--- config.mk ---
export PLATFORM = sky130hd
export DESIGN_NAME = bus_receiver
export DESIGN_NICKNAME = d
export VERILOG_FILES = /design/src/rtl/bus_rx_pkg.sv /design/src/rtl/bus_rx_fifo.sv /design/src/rtl/bus_receiver.sv
export SDC_FILE = /design/constraint.sdc
export NUM_CORES = 1
export LEC_CHECK = 0
export CORE_MARGIN = 5
export CORE_UTILIZATION = 49
export DETAILED_ROUTE_END_ITERATION = 7
export MAX_ROUTING_LAYER = met4
export PLACE_DENSITY = 0.79
export RECOVER_POWER = 25
export REMOVE_ABC_BUFFERS = 1
export SYNTH_ARGS = -nofsm -noshare
export SYNTH_HDL_FRONTEND = slang
export SYNTH_SLANG_ARGS = --single-unit
--- constraint.sdc ---
create_clock -name clk -period 2.2 [get_ports clk]
set_input_delay 0.33 -clock clk [delete_from_list [all_inputs] [get_ports clk]]
set_output_delay 0.33 -clock clk [all_outputs]
set_load 0.02 [all_outputs]
--- src/rtl/bus_rx_pkg.sv ---
// Shared definitions for the bus receiver: default geometry, counter width,
// the captured-word record and a saturating counter helper.
package bus_rx_pkg;

  localparam int DEF_DW    = 8;
  localparam int DEF_NDRV  = 4;
  localparam int DEF_DEPTH = 4;
  localparam int CNT_W     = 8;

  // One captured bus word tagged with the index of the driver that sent it.
  typedef struct packed {
    logic [DEF_DW-1:0]           data;
    logic [$clog2(DEF_NDRV)-1:0] src;
  } rx_word_t;

  // Increment that sticks at all-ones instead of wrapping.
  function automatic logic [CNT_W-1:0] sat_inc(input logic [CNT_W-1:0] v);
    return (v == {CNT_W{1'b1}}) ? v : v + {{(CNT_W-1){1'b0}}, 1'b1};
  endfunction

endpackage

--- src/rtl/bus_rx_fifo.sv ---
// Synchronous FIFO for captured words. Pointers carry one extra wrap bit so
// full and empty are told apart without a separate occupancy counter.
// A push into a full FIFO is accepted when a pop happens in the same cycle.
module bus_rx_fifo
  import bus_rx_pkg::*;
#(
  parameter type T     = rx_word_t,
  parameter int  DEPTH = DEF_DEPTH
) (
  input  logic clk,
  input  logic rst,
  input  logic push_i,
  input  T     wdata_i,
  input  logic pop_i,
  output T     rdata_o,
  output logic full_o,
  output logic empty_o
);

  localparam int AW = $clog2(DEPTH);

  logic [AW:0] wr_ptr_q, wr_ptr_d;
  logic [AW:0] rd_ptr_q, rd_ptr_d;
  T            mem_q [DEPTH];
  logic        full_s, empty_s, do_push_s, do_pop_s;

  // Derive full/empty from the pointers and decide which operations occur.
  always_comb begin
    full_s    = (wr_ptr_q[AW-1:0] == rd_ptr_q[AW-1:0]) && (wr_ptr_q[AW] != rd_ptr_q[AW]);
    empty_s   = (wr_ptr_q == rd_ptr_q);
    do_pop_s  = pop_i && !empty_s;
    do_push_s = push_i && (!full_s || do_pop_s);
    wr_ptr_d  = do_push_s ? (wr_ptr_q + {{AW{1'b0}}, 1'b1}) : wr_ptr_q;
    rd_ptr_d  = do_pop_s  ? (rd_ptr_q + {{AW{1'b0}}, 1'b1}) : rd_ptr_q;
  end

  // Pointer and storage update; reset clears storage so the head reads zero.
  always_ff @(posedge clk) begin
    if (rst) begin
      wr_ptr_q <= {(AW+1){1'b0}};
      rd_ptr_q <= {(AW+1){1'b0}};
      for (int i = 0; i < DEPTH; i++) begin
        mem_q[i] <= '0;
      end
    end else begin
      wr_ptr_q <= wr_ptr_d;
      rd_ptr_q <= rd_ptr_d;
      if (do_push_s) begin
        mem_q[wr_ptr_q[AW-1:0]] <= wdata_i;
      end
    end
  end

  assign rdata_o = mem_q[rd_ptr_q[AW-1:0]];
  assign full_o  = full_s;
  assign empty_o = empty_s;

endmodule

--- src/rtl/bus_receiver.sv ---
// Receive side of the shared tri-state bus. On a sample strobe the enables
// are classified: exactly one active driver captures {bus, driver index}
// into the FIFO, none sets the floating flag, several set the contention
// flag and bump the contention counter. Strobes lost to a full FIFO are
// counted. Bus and enables are ignored outside strobe cycles.
module bus_receiver
  import bus_rx_pkg::*;
#(
  parameter int DW    = DEF_DW,
  parameter int NDRV  = DEF_NDRV,
  parameter int DEPTH = DEF_DEPTH,
  parameter int SW    = $clog2(NDRV)
) (
  input  logic             clk,
  input  logic             rst,
  input  logic [DW-1:0]    bus,
  input  logic [NDRV-1:0]  en_n,
  input  logic             sample,
  output logic             out_valid,
  input  logic             out_ready,
  output logic [DW-1:0]    out_data,
  output logic [SW-1:0]    out_src,
  output logic             contention,
  output logic             floating,
  input  logic             clear_flags,
  output logic [CNT_W-1:0] drop_cnt,
  output logic [CNT_W-1:0] cont_cnt
);

  typedef struct packed {
    logic [DW-1:0] data;
    logic [SW-1:0] src;
  } word_t;

  logic [NDRV-1:0]  en_s;
  logic             none_s, one_s, many_s;
  logic [SW-1:0]    idx_s;
  word_t            wr_word_s, head_s;
  logic             push_req_s, pop_s, drop_s;
  logic             fifo_full_s, fifo_empty_s;

  logic             contention_q, contention_d;
  logic             floating_q, floating_d;
  logic [CNT_W-1:0] drop_cnt_q, drop_cnt_d;
  logic [CNT_W-1:0] cont_cnt_q, cont_cnt_d;

  // Count active drivers (none / exactly one / several) and find the lowest active index.
  always_comb begin
    en_s   = ~en_n;
    none_s = (en_s == {NDRV{1'b0}});
    one_s  = !none_s && ((en_s & (en_s - {{(NDRV-1){1'b0}}, 1'b1})) == {NDRV{1'b0}});
    many_s = !none_s && !one_s;
    idx_s  = {SW{1'b0}};
    for (int i = NDRV - 1; i >= 0; i--) begin
      idx_s = en_s[i] ? SW'(i) : idx_s;
    end
    wr_word_s.data = bus;
    wr_word_s.src  = idx_s;
  end

  // Handshake: pop only a valid head; a capture that finds no room is a drop.
  always_comb begin
    pop_s      = !fifo_empty_s && out_ready;
    push_req_s = sample && one_s;
    drop_s     = push_req_s && fifo_full_s && !pop_s;
  end

  // Sticky flags (a new event beats clear) and saturating event counters.
  always_comb begin
    contention_d = (contention_q && !clear_flags) || (sample && many_s);
    floating_d   = (floating_q && !clear_flags) || (sample && none_s);
    cont_cnt_d   = (sample && many_s) ? sat_inc(cont_cnt_q) : cont_cnt_q;
    drop_cnt_d   = drop_s ? sat_inc(drop_cnt_q) : drop_cnt_q;
  end

  // Flag and counter registers.
  always_ff @(posedge clk) begin
    if (rst) begin
      contention_q <= 1'b0;
      floating_q   <= 1'b0;
      cont_cnt_q   <= {CNT_W{1'b0}};
      drop_cnt_q   <= {CNT_W{1'b0}};
    end else begin
      contention_q <= contention_d;
      floating_q   <= floating_d;
      cont_cnt_q   <= cont_cnt_d;
      drop_cnt_q   <= drop_cnt_d;
    end
  end

  bus_rx_fifo #(
    .T     (word_t),
    .DEPTH (DEPTH)
  ) u_fifo (
    .clk     (clk),
    .rst     (rst),
    .push_i  (push_req_s),
    .wdata_i (wr_word_s),
    .pop_i   (pop_s),
    .rdata_o (head_s),
    .full_o  (fifo_full_s),
    .empty_o (fifo_empty_s)
  );

  assign out_valid  = !fifo_empty_s;
  assign out_data   = head_s.data;
  assign out_src    = head_s.src;
  assign contention = contention_q;
  assign floating   = floating_q;
  assign drop_cnt   = drop_cnt_q;
  assign cont_cnt   = cont_cnt_q;

endmodule

# Yosys cells after proc, flatten, opt, wreduce, memory -nomap -nowiden
# Memory sizes are Yosys's and may differ from the RTL's. A register that Yosys moved wholly into a read port is not among the register bits.
# Index checks and enable logic that the tools add are counted.
[op_classes]
shift = 0
n_bitwise = 4
div_mod_pow = 0
add_sub_neg = 5
n_reduce_logical = 27
n_lt_le_gt_ge = 0
n_mul = 0
mux = 14
n_eq_ne = 5
[ops]
columns = ["operator", "count"]
rows = [
  ["$add A8 B1 Y8 const B", 2],
  ["$eq A8 B8 Y1 const B", 2],
  ["$mux W2", 7],
  ["$logic_and A1 B1 Y1", 13],
  ["$mux W10", 1],
  ["$reduce_or A10 Y1", 1],
  ["$logic_not A4 Y1", 2],
  ["$add A3 B1 Y3 const B", 2],
  ["$logic_not A1 Y1", 6],
  ["$mux W1", 6],
  ["$and A4 B4 Y4", 1],
  ["$not A4 Y4", 1],
  ["$reduce_and A2 Y1", 2],
  ["$sub A4 B1 Y4 const B", 1],
  ["$eq A3 B3 Y1", 1],
  ["$logic_or A1 B1 Y1", 3],
  ["$eq A2 B2 Y1", 1],
  ["$not A1 Y1", 2],
  ["$ne A1 B1 Y1", 1],
]
[word_totals]
ramBits = 40
latchBits = 0
out_inout_bits = 29
in_bits = 17
rom_bits = 0
ff_bits = 24
elab_cells = 62
memories = 1
[mem_list]
columns = ["name", "words", "width", "read_ports", "rd_ports_with_merged_regs", "wr", "line", "text"]
rows = [
  ["u_fifo.mem_q", 4, 10, 1, 1, 4, "bus_rx_fifo.sv:24", "T mem_q [DEPTH];"],
]

# Depth between registers and ports, before layout
# Gate-level depths: netlist of run 1.
[depth]
word_depth = 12
ltp_mapped = 6
ltp_nobuf = 5

# Modules after synthesis
# A second synthesis of run 1 with hierarchy kept.
[hier_totals]
cells_unflattened = 288
hier_area_um2 = 3308.2
[by_module_without_submodules]
columns = ["module", "area_each_um2", "cells_per_inst", "seq_area_each_um2", "n_inst"]
rows = [
  ["bus_rx_fifo", 2274.7, 166, 1361.3, 1],
  ["bus_receiver", 1033.5, 122, 360.3, 1],
]

# Worst setup path before layout of run 1
# No wires, ideal clock.
[synth_path]
kind = "register to register"
startpoint = "reg u_fifo.wr_ptr_q[0]"
endpoint = "mem u_fifo.mem_q[1][0] (netlist name) (enable)"
setup_slack_ns = -0.174
t_required_ns = 1.809
path_buffers = 0
arrival_ns = 1.984
setup_ns = 0.391
synth_period_minus_slack_ns = 2.374
stages_incl_launch_ff = 5
cell_sequence = "dfxtp_1 -> xor2_1 -> o41a_1 -> nand3_1 -> o21ai_0"
[synth_lines]
columns = ["element", "line", "text"]
rows = [
  ["start, declared", "bus_rx_fifo.sv:22", "logic [AW:0] wr_ptr_q, wr_ptr_d;"],
  ["start signal, assigned", "bus_rx_fifo.sv:40", "wr_ptr_q <= {(AW+1){1'b0}};"],
  ["start signal, assigned", "bus_rx_fifo.sv:46", "wr_ptr_q <= wr_ptr_d;"],
  ["end, declared", "bus_rx_fifo.sv:24", ""],
]

# Worst setup path after layout of run 1
[layout_path]
startpoint = "reg u_fifo.rd_ptr_q[0]"
endpoint = "reg drop_cnt_q[3] (netlist: drop_cnt[3])"
[layout_between]
elab_chain_cells = 6
word_cells_on_any_way = 9
cone_classes = "2 x eq/ne; 7 x reduce/logical"
[layout_lines]
columns = ["element", "line", "text"]
rows = [
  ["start, declared", "bus_rx_fifo.sv:23", "logic [AW:0] rd_ptr_q, rd_ptr_d;"],
  ["start signal, assigned", "bus_rx_fifo.sv:41", "rd_ptr_q <= {(AW+1){1'b0}};"],
  ["start signal, assigned", "bus_rx_fifo.sv:47", "rd_ptr_q <= rd_ptr_d;"],
  ["$eq A3 B3 Y1", "bus_rx_fifo.sv:30", "empty_s = (wr_ptr_q == rd_ptr_q);"],
  ["$logic_not A1 Y1", "bus_receiver.sv:63", "pop_s = !fifo_empty_s && out_ready;"],
  ["$logic_and A1 B1 Y1", "bus_receiver.sv:63", ""],
  ["$logic_not A1 Y1", "bus_receiver.sv:65", "drop_s = push_req_s && fifo_full_s && !pop_s;"],
  ["$logic_and A1 B1 Y1 *", "bus_receiver.sv:65", ""],
  ["$reduce_and A2 Y1 (no line) *", "n/a", ""],
  ["end signal, assigned", "bus_receiver.sv:82", "drop_cnt_q <= {CNT_W{1'b0}};"],
  ["end signal, assigned", "bus_receiver.sv:87", "drop_cnt_q <= drop_cnt_d;"],
  ["end, declared", "bus_receiver.sv:44", "logic [CNT_W-1:0] drop_cnt_q, drop_cnt_d;"],
]
# Every way passes the cells marked *; elsewhere a longest branch is shown, timed or not.
# A chain may end at the register's enable or synchronous reset.

==> results of run 1 <==
-- worst min-delay path, stage by stage, from the launching register on --
cell and delay [ps]:
sky130_fd_sc_hd__dfxtp_1 310, sky130_fd_sc_hd__nand2_1 50, sky130_fd_sc_hd__a21oi_1 50
-- report_power, final --
group,switching (mW),internal [mW],total [mW]
combinational,0.183,0.169,0.352
sequential,0.0188,1.35,1.37
clock,0.496,0.530,1.03
-- registers in the layout (all words and copies together), names as in the netlist, named ones only --
signal,cells
contention,1
u_fifo.rd_ptr_q,3
floating,1
u_fifo.mem_q,40
u_fifo.wr_ptr_q,3
drop_cnt,8
cont_cnt,8
-- worst max-delay path by stage --
stage	startpoint	to	slack, ps	cells past startpoint
floorplan	u_fifo.wr_ptr_q[0]$_SDFFE_PP0P_	u_fifo.mem_q[1][0]$_SDFFCE_PN0P_	-170	4
global placement	en_n[2]	u_fifo.mem_q[2][3]$_SDFFCE_PN0P_	-340	5
detailed placement	en_n[2]	u_fifo.mem_q[2][9]$_SDFFCE_PN0P_	-450	5
CTS	en_n[3]	cont_cnt[5]$_SDFFE_PP0P_	80	5
global route	en_n[3]	cont_cnt[7]$_SDFFE_PP0P_	7	5
finish	u_fifo.rd_ptr_q[0]$_SDFFE_PP0N_	drop_cnt[3]$_SDFFE_PP0P_	90	5
-- routing by layer --
metal	GRT usage [%]	up-vias
li1	-	1160
met1	23.44	1129
met2	28.93	58
met3	3.917	9
met4	5.955	0
met5	-	-
-- layout make-up --
cell class,count,area (um2)
clock inverters,7,77.57
multi-input cells,183,1381
clock buffers,9,123.9
inverters,6,22.52
well taps,77,96.34
fillers,504,2243
flip-flops and latches,66,1722
repair buffers,76,683.2
-- synthesized netlist by cell type, drive strengths merged (2+ instances only) --
cell / count
edfxtp: 40
and2: 32
dfxtp: 26
nor2: 20
mux4: 10
nand3: 10
a21oi: 9
clkbuf: 9
nand2: 9
nor3: 9
mux2: 8
nor2b: 7
o21ai: 7
nor4: 6
o31ai: 6
or4: 6
inv: 5
xor2: 5
buf: 4
ha: 4
nand4b: 3
nor4b: 3
a31o: 2
and3: 2
and4: 2
mux2i: 2
nand2b: 2
nand4: 2
o211a: 2
or3: 2
xnor2: 2
-- logic make-up (layout without fill, tap and decap cells) --
| group | after synthesis | count (layout) | synth area share [%] |
|---|---|---|---|
| AOI/OAI and AO/OA | 34 | 34 | 7.328 |
| buffers and inverters | 19 | 98 | 2.821 |
| xor gates and xnor gates | 7 | 7 | 2.508 |
| muxes | 20 | 20 | 10.50 |
| and+or+nand+nor | 117 | 117 | 21.04 |
| DFF | 66 | 66 | 53.92 |
| adders and majority gates | 5 | 5 | 1.881 |
-- metrics by stage --
step / hold WS (ps) / std cells / cell area (um2) / setup slack, ps / power, mW
finish: 458.0 / 424 / 4106 / 92.24 / 2.747
global route: 500.8 / 424 / 4106 / 6.699 / 2.861
CTS: 466.5 / 424 / 4124 / 82.75 / 2.775
detailed placement: 456.2 / 408 / 3930 / -446.5 / 1.776
global placement: 447.1 / 408 / 3930 / -336.5 / 1.768
floorplan: 399.1 / 255 / 3126 / -174.3 / 1.572
-- what timing repair did --
action | CTS | global route
setup endpoints to repair | 19 | 2
cloned | 0 | 0
resized for setup | 12 | 2
==> reports/results.env, run 1 <==
OUTCOME='complete, no violations'
VIA_COUNT_OF_THE_FIRST_GLOBAL_ROUTING_PASS=2410
WORST_SETUP_PATH_START_KIND='flop'
POST-ROUTE-PERIOD-UTIL_PCT=95.81
TOP_LEVEL_PINS=46
WL_UM=6768
GRT_PASS1_WL_UM=11790
WORST_PATH_MAX_DELAY_CELL='sky130_fd_sc_hd__or4_4'
TNS_PS=0
WORST_SKEW_PAIR.LATE_LATENCY_PS=340
SETUP_VIOLATIONS=0
CTS_HOLD_BUF=0
TOP_LAYER_USED='met4'
POWER-PER-CELL-AREA_nW_PER_UM2=668.9
INITIAL_UTILIZATION_PCT=50.29
TIMING.CRITICAL_PATH.SLOWEST_CELL_DELAY_PS=580
FINALCOREUTILIZATION_PCT=64.67
SYNTH_AREA_PER_CELL_UM2=11.91
CTS-HTREE-LEVELS=3
SYN_INST=268
REG2REG_TO='drop_cnt[3]$_SDFFE_PP0P_'
ROUTE.MET2.WL_UM=3420
DRC_ERRORS_LEFT=0
TIMING.REG2REG.WORST_PATH_DEPTH=5
WHS_ENDPOINT='contention$_SDFF_PP0_'
MAXIMUM_NUMBER_OF_PINS_ON_ONE_NET_BEFORE_GLOBAL_ROUTE_REPAIR=16
NETLIST-CELL-TYPE-COUNT=50
ROWS=29
DIE_W_UM=90.73
ROUTE.MET3.WL_UM=321
MAX_CAP_VIOL_COUNT=0
GP_CONGESTION=0.8144
CRITICAL_PATH.ENDPOINT_TYPE='flop'
SYNTH_SEQ_AREA_SHARE_PCT=53.92
CORE_UM2=6350
NETLIST.AREA_LEADER.SHARE_PCT=37.62
REQUIRED_TIME_AT_THE_ENDPOINT_OF_THE_CRITICAL_PATH_PS=2430
GLOBALROUTE.TOTALOVERFLOW=0
FINALNETCOUNT=363
SYNTH.CELL_AREA_UM2=3193
DRT-VIAS-PER-INSTANCE=5.557
GRT_UTIL_ALL_LAYERS_PCT=18.29
MET1_ROUTED_WIRELENGTH_AFTER_DETAILED_ROUTING_UM=2943
POST_ROUTE_CELLS_DRIVE_ABOVE_1_SHARE_PCT=17.87
YOSYS_TOP_CELL_BY_AREA='sky130_fd_sc_hd__edfxtp_1'
YOSYS-TOP-CELLS-AREA='sky130_fd_sc_hd__edfxtp_1 (38%), sky130_fd_sc_hd__dfxtp_1 (16%), sky130_fd_sc_hd__mux4_2 (7.1%)'
SLEW_HEADROOM_PCT=56.84
CTS.SINKS=66
CTS_INSERTED_BUFFERS=9
P_LEAK_nW=1.629
FP.DIEH_UM=90.73
ANTENNA_VIOLATING_NETS_POST_ROUTE=0
ANTENNA_FOUND_INITIAL=0
REG2REG_SLACK_PS=90
SLEW_VIOLATIONS=0
HOLD_VIOLATIONS=0
SYNTH_TOP_FLOP_CELL='sky130_fd_sc_hd__edfxtp_1'
ACHIEVABLE-FREQUENCY_GHz=0.4744
PERIOD_NEEDED_PS=2108
CTS_ROOT_BUF='sky130_fd_sc_hd__clkbuf_8'
MIN_PATH_CELLS=2
WORSTMARGINPINSLEW_PS=642.0
SYNTH-WARNING-COUNT=0
CRIT_TYPE='flop to flop'
HOLD_CLASS='flop to flop'
CTS_TREE='done'
VIAS_AFTER_DETAILED_ROUTING=2356
CP.BUFFERS_INVERTERS=1
CRIT_FAMILY='simple AND/OR/NAND/NOR gates'
SYNTH_EDF_COUNT=40
POSTSYNTHREGISTERBITS=66
CLOCKBUFFERDEPTH=2
DRT-WIRELENGTH-PER-CELL_UM=15.96
INITIALDRTVIOLATIONCOUNT=93
CRITICAL_PATH_ARRIVAL_PS=2340
ANTENNA_CELLS_INSERTED=0
IR_DROP_mV=0.3937
FIRST_PASS_ITERS=4
MIN-DELAY-START='contention$_SDFF_PP0_'
CRITICAL_PATH.REG2REG.STARTPOINT='u_fifo.rd_ptr_q[0]$_SDFFE_PP0N_'
TOTAL_DIE_AREA_UM2=8231
CTS.CLK_SLEW.WORST_PATHS_PS=80
LAYOUT.CELLS.MOST_COMMON_LIST='sky130_fd_sc_hd__edfxtp_1 (40), sky130_fd_sc_hd__and2_1 (32), sky130_fd_sc_hd__dfxtp_1 (26), sky130_fd_sc_hd__buf_4 (24), sky130_fd_sc_hd__nor2_1 (20)'
CRITICAL_PATH.CELL_CHAIN='xor2_1, clkbuf_1, or4_4, nor4b_1, mux2_1'
AREA.GROWTH.SYNTH_TO_FINAL_PCT=28.61
HPWLAFTERDP_UM=4675
PORT_BUFFER_COUNT=45
POST_SYNTHESIS_ASYNC_SET_OR_RESET_FLOP_SHARE_PCT=0
RSZ0062_AT_GRT='false'
HIGHEST_NET_FANOUT_ALONG_THE_WORST_PATH=8
MOST_COMMON_CELL_AFTER_LAYOUT_FILL_AND_TAPS_ASIDE='sky130_fd_sc_hd__edfxtp_1'
CTS.REPAIR_TIMING.SETUP_BUFFER_COUNT=0
FIN_SKEW_PS=9.738
Note: power is estimated with default switching activity, not from simulation.
==> inputs of run 2 (changes only) <==
--- a/config.mk
+++ b/config.mk
@@ -7,6 +7,7 @@
 export LEC_CHECK = 0
 export CORE_MARGIN = 5
 export CORE_UTILIZATION = 49
+export CTS_CLUSTER_DIAMETER = 60
 export DETAILED_ROUTE_END_ITERATION = 7
 export MAX_ROUTING_LAYER = met4
 export PLACE_DENSITY = 0.79
==> results of run 2 <==
The final DEF is identical to that of run 1; final timing and power are the same.
